**src/rtl/ntp_pkg.sv**
```systemverilog
// Shared constants for the PPS/time link: status bit layout, frame length
// and the 8N1 framing of one 32-bit seconds word.
package ntp_pkg;

    localparam logic [31:0] NTP_SECONDS_AT_POSIX_EPOCH = 32'd2208988800;

    localparam int unsigned ST_BUSY    = 0;
    localparam int unsigned ST_PENDING = 1;
    localparam int unsigned ST_OVERRUN = 2;
    localparam int unsigned ST_TOGGLE  = 31;

    localparam int unsigned FRAME_BITS = 40;

    // Bit 0 goes out first: MSB byte first, each byte start/LSB..MSB/stop.
    function automatic logic [FRAME_BITS-1:0] buildFrame(input logic [31:0] word);
        return {1'b1, word[7:0],   1'b0,
                1'b1, word[15:8],  1'b0,
                1'b1, word[23:16], 1'b0,
                1'b1, word[31:24], 1'b0};
    endfunction

endpackage

```
**src/rtl/ntp_word_serializer.sv**
```systemverilog
// Shifts one 32-bit word out as four back-to-back 8N1 bytes, DIV clocks per bit.
module ntp_word_serializer
    import ntp_pkg::*;
#(
    parameter int unsigned DIV = 868
) (
    input  logic        clk,
    input  logic        rst_n,
    input  logic        abort,
    input  logic        start,
    input  logic [31:0] word,
    output logic        txd,
    output logic        busy
);

    localparam int unsigned DW = $clog2(DIV + 1);

    logic [DW-1:0]           divCnt;
    logic [5:0]              bitCnt;
    logic [FRAME_BITS-2:0]   shiftReg;
    logic [FRAME_BITS-1:0]   frame;

    always_comb frame = buildFrame(word);

    always_ff @(posedge clk or negedge rst_n) begin
        if (!rst_n) begin
            txd      <= 1'b1;
            busy     <= 1'b0;
            divCnt   <= '0;
            bitCnt   <= '0;
            shiftReg <= '0;
        end else if (abort) begin
            txd    <= 1'b1;
            busy   <= 1'b0;
            divCnt <= '0;
            bitCnt <= '0;
        end else if (start) begin
            txd      <= frame[0];
            shiftReg <= frame[FRAME_BITS-1:1];
            busy     <= 1'b1;
            divCnt   <= '0;
            bitCnt   <= '0;
        end else if (busy) begin
            if (divCnt == DW'(DIV - 1)) begin
                divCnt <= '0;
                if (bitCnt == 6'(FRAME_BITS - 1)) begin
                    busy <= 1'b0;
                    txd  <= 1'b1;
                end else begin
                    bitCnt   <= bitCnt + 6'd1;
                    txd      <= shiftReg[0];
                    shiftReg <= {1'b0, shiftReg[FRAME_BITS-2:1]};
                end
            end else begin
                divCnt <= divCnt + DW'(1);
            end
        end
    end

endmodule

```
**src/rtl/ntp_pps_transmitter.sv**
```systemverilog
// Transmit end of the PPS/time link: free-running second counter, PPS pulse,
// software-loaded next second and a serial time code after every PPS edge.
module ntp_pps_transmitter
    import ntp_pkg::*;
#(
    parameter int unsigned CLK_RATE  = 100000000,
    parameter int unsigned BAUD      = 115200,
    parameter int unsigned PPS_WIDTH = CLK_RATE / 10
) (
    input  logic        clk,
    input  logic        rst_n,
    input  logic        enable,
    input  logic        writeStrobe,
    input  logic [31:0] writeData,
    output logic        ppsOut,
    output logic        txd,
    output logic [31:0] seconds,
    output logic        busy,
    output logic [31:0] status
);

    localparam int unsigned DIV = CLK_RATE / BAUD;
    localparam int unsigned TW  = $clog2(CLK_RATE);
    localparam int unsigned PW  = $clog2(PPS_WIDTH + 1);

    generate
        if (DIV < 1 || FRAME_BITS * DIV >= CLK_RATE) begin : gFrameCheck
            $fatal(1, "ntp_pps_transmitter: serial frame does not fit in one second");
        end
        if (PPS_WIDTH < 1 || PPS_WIDTH >= CLK_RATE) begin : gWidthCheck
            $fatal(1, "ntp_pps_transmitter: PPS_WIDTH out of range");
        end
    endgenerate

    logic [TW-1:0] tickCounter;
    logic [PW-1:0] ppsLeft;
    logic          ppsToggle;
    logic [31:0]   pending;
    logic          pendingValid;
    logic          overrun;
    logic          startFrame;
    logic          wrap;

    always_comb wrap = enable && (tickCounter == TW'(CLK_RATE - 1));

    always_ff @(posedge clk or negedge rst_n) begin
        if (!rst_n) begin
            tickCounter  <= '0;
            ppsOut       <= 1'b0;
            ppsLeft      <= '0;
            ppsToggle    <= 1'b0;
            seconds      <= '0;
            pending      <= '0;
            pendingValid <= 1'b0;
            overrun      <= 1'b0;
            startFrame   <= 1'b0;
        end else begin
            if (writeStrobe && pendingValid)
                overrun <= 1'b1;

            // A write landing on the wrap cycle goes straight into this PPS.
            if (wrap) begin
                pendingValid <= 1'b0;
                seconds      <= writeStrobe  ? writeData :
                                pendingValid ? pending   : seconds + 32'd1;
            end else if (writeStrobe) begin
                pending      <= writeData;
                pendingValid <= 1'b1;
            end

            if (!enable) begin
                tickCounter <= '0;
                ppsOut      <= 1'b0;
                ppsLeft     <= '0;
                startFrame  <= 1'b0;
            end else begin
                startFrame <= wrap;
                if (wrap) begin
                    tickCounter <= '0;
                    ppsOut      <= 1'b1;
                    ppsLeft     <= PW'(PPS_WIDTH - 1);
                    ppsToggle   <= ~ppsToggle;
                end else begin
                    tickCounter <= tickCounter + TW'(1);
                    if (ppsOut) begin
                        if (ppsLeft == '0)
                            ppsOut <= 1'b0;
                        else
                            ppsLeft <= ppsLeft - PW'(1);
                    end
                end
            end
        end
    end

    ntp_word_serializer #(
        .DIV(DIV)
    ) uSerializer (
        .clk   (clk),
        .rst_n (rst_n),
        .abort (!enable),
        .start (startFrame),
        .word  (seconds),
        .txd   (txd),
        .busy  (busy)
    );

    always_comb begin
        status             = '0;
        status[ST_BUSY]    = busy;
        status[ST_PENDING] = pendingValid;
        status[ST_OVERRUN] = overrun;
        status[ST_TOGGLE]  = ppsToggle;
    end

endmodule

```
**config.mk**
```make
export PLATFORM = sky130hd
export DESIGN_NAME = ntp_pps_transmitter
export DESIGN_NICKNAME = d
export VERILOG_FILES = /design/src/rtl/ntp_pkg.sv /design/src/rtl/ntp_word_serializer.sv /design/src/rtl/ntp_pps_transmitter.sv
export SDC_FILE = /design/constraint.sdc
export NUM_CORES = 1
export LEC_CHECK = 0
export BUFFER_PORTS_ARGS = -buffer_cell sky130_fd_sc_hd__buf_2
export CAP_MARGIN = 20
export CORE_MARGIN = 1.5
export CORE_UTILIZATION = 54
export DETAILED_ROUTE_END_ITERATION = 7
export GPL_TIMING_DRIVEN = 0
export PLACE_DENSITY = 0.77
export SKIP_CTS_REPAIR_TIMING = 1
export SLEW_MARGIN = 40
export SYNTH_ARGS = -nofsm -noshare
export SYNTH_HDL_FRONTEND = slang
export SYNTH_SLANG_ARGS = --single-unit
export TNS_END_PERCENT = 50
```
**constraint.sdc**
```tcl
create_clock -name clk -period 2.1 [get_ports clk]
set_input_delay 0.105 -clock clk [delete_from_list [all_inputs] [get_ports clk]]
set_output_delay 0.105 -clock clk [all_outputs]
set_load 0.02 [all_outputs]
```
==> results.yml <==
synthesis:
  yosys-top-cells-area: "dfrtp_1, mux2_2, mux2_1"
  ys_types: 70
  synth_top_area_frac: 0.459
  synth_ff_type: "dfrtp_1"
  yosysMostFrequentCell: "dfrtp_1"
  seq_area_frac_synth: 0.462
  synth_top_family_by_area: "simple AND/OR/NAND/NOR gates"
  async_flop_share: 1.00
  synth_xor_area_frac: 0.0575
  yosys_warnings: 0
  ys_seq_elements: 177
  synth_enable_flop_cells: 0
  avgSynthCellArea_sq_um: 9.96
  synth_common_cells: "dfrtp_1, nor2_1, a21oi_1"
  synth_compound_area_frac: 0.118
  syn_area_sq_um: 9590
  synth-adder-area-share: 0.00783
  muxShareOfSynthArea: 0.116
  yosys.area_share.simple: 0.182
  yosysTopAreaCell: "dfrtp_1"
  synthCells: 963
floorplan:
  start_util: 0.554
  die_height_microns: 136
  fp.dieW_microns: 136
  ios: 103
  dieArea_sq_um: 18600
  row_count: 48
  core_area_sq_um: 17300
status:
  violations: "setup timing"
  outcome: "finished, violations left"
clocking:
  cts_tree: "yes"
  clock_latency_ns: 0.44
  cts.sinks: 177
  cts_buffers: 17
  htree_levels: 4
  cts_buffer_depth: 2
  cts_root_buffer: "clkbuf_16"
  clk_pin_slew_ns: 0.08
timing:
  rsz0062_at_grt: "true"
  fin_skew_ns: 0.0140
  final_max_slew_viol_count: 0
  tightest_slew_ns: 0.910
  hold_violations: 0
  min_period_over_period: 1.02
  fmax_mhz: 465
  whs_ns: 0.162
  max_slew_margin: 0.391
  setup_tns_ns: -1.15
  setup_viol: 40
  setup_ws_ns: -0.0504
  layout_min_cycle_time_ns: 2.15
worst_setup_path:
  r2r_cells: 7
  end_kind: "register"
  crit_fanout: 8
  timing.reg2reg.setup_slack_ns: -0.05
  setup.worst_path.start_class: "register"
  r2r_end: "pending[18]"
  arrival_ns: 2.48
  required_ns: 2.43
  setup.worst_path.class: "register to register"
  reg2reg_from: "tickCounter[25]"
routing:
  vias: 8649
  wirelength_mm: 27.2
  drt_first_pass_iters: 5
  initialDrtViolationCount: 853
  drc_errors: 0
  ant_nets: 0
  viasPerCell: 6.27
  wl_per_cell_microns: 19.7
final_layout:
  diodes: 0
  drive_above_1_share: 0.292
  final_nets: 1184
  layoutNonFillerInstCount: 1380
  syn2layout_area_growth_pct: 26.8
global_route:
  grt_pass1_vias: 7745
  grt_pass1_wl_mm: 39.5
  track_usage: 0.275
  grt_start_max_net_pins: 74
  gr-total-overflow: 0
  antenna_found_initial: 0
worst_hold_path:
  hp-class: "input pin to asynchronous set/reset pin"
power:
  power_leakage_uw: 0.00563
  ir_worst_vdd_mv: 0.636
  total_power_uw: 7300
  powerDensity_nw_per_um2: 601
flow_run:
  drv_cap: 0
placed_design:
  dpl.hpwl_mm: 17.2
  gp_congestion: 0.970
  dp.cells: 1290
  port_buffers: 73
layout make-up:
type                       count  area [sq um]
tap                          225           282
buffer                        82           582
sequential                   177          4450
fill                        1244          5140
inverter                      18          80.1
clock inverter                15           161
timing repair buffer         135          1070
clock buffer                  17           425
multi-input combinational    711          5110
how the worst max path moves through the flow:
stage | start | end | slack (ns) | cells past startpoint
6_report | tickCounter[25] | pending[18] | -0.05 | 7
5_1_grt | tickCounter[12] | seconds[25] | -0.12 | 6
4_1_cts | tickCounter[11] | seconds[30] | -0.46 | 6
3_5_place_dp | tickCounter[0] | pending[25] | -0.44 | 8
3_3_place_gp | rst_n | tickCounter[20] | -1.90 | 1
2_1_floorplan | seconds[3] | seconds[25] | 0.0005 | 7
cell usage in the layout, fill, tap and decap left out, drive strengths merged, types with 30 or more instances in the layout:
cell type,n
a21oi,64
buf,148
clkbuf,53
dfrtp,176
dlygate4sd3,33
mux2,97
nand2,49
nand3,35
nand4,30
nor2,107
nor4,31
o21ai,35
xor2,40
power breakdown:
part	switching, uW	internal [uW]
Clock	1570	1600
Sequential	48.5	3480
Combinational	324	287
Total	1940	5360
cell families (layout without fill, tap and decap cells):
family | Yosys count | count (layout)
XOR/XNOR | 63 | 63
buffers and inverters | 102 | 267
other | 1 | 28
flip-flops | 177 | 177
adder cells (fa/ha/maj) | 6 | 6
AO/OA/AOI/OAI | 178 | 178
AND/OR/NAND/NOR | 337 | 337
multiplexers | 99 | 99
per-stage QoR:
step / setup WS (ns) / util / cell area, sq um
CTS: -0.464 / 0.635 / 11000
global route: -0.119 / 0.703 / 12200
floorplan: 0.000475 / - / 9690
global placement: -1.90 / 0.598 / 10300
finish: -0.0504 / 0.703 / 12200
detailed placement: -0.440 / 0.601 / 10400
critical path, stage by stage, from the launching register on:
cell and delay (ns):
dfrtp_1 0.42, or4b_4 0.60, nor2_4 0.12, nand4_1 0.13, buf_6 0.17, nand2_8 0.12
clkbuf_16 0.18, mux2_4 0.30
flip-flops by register name, indices dropped and copies added (netlist names):
signal / cells
uSerializer.txd: 1
uSerializer.bitCnt: 6
ppsLeft: 24
overrun: 1
tickCounter: 27
ppsOut: 1
pending: 32
uSerializer.busy: 1
pendingValid: 1
uSerializer.divCnt: 10
startFrame: 1
seconds: 32
uSerializer.shiftReg: 39
ppsToggle: 1
metal layers:
layer,share of wire,vias up,global-route usage
li1,-,3801,-
met5,0,-,0
met3,0.10,109,0.0667
met1,0.41,4210,0.378
met2,0.45,529,0.419
met4,0.037,0,0.109
(Power assumes the default switching activity.)
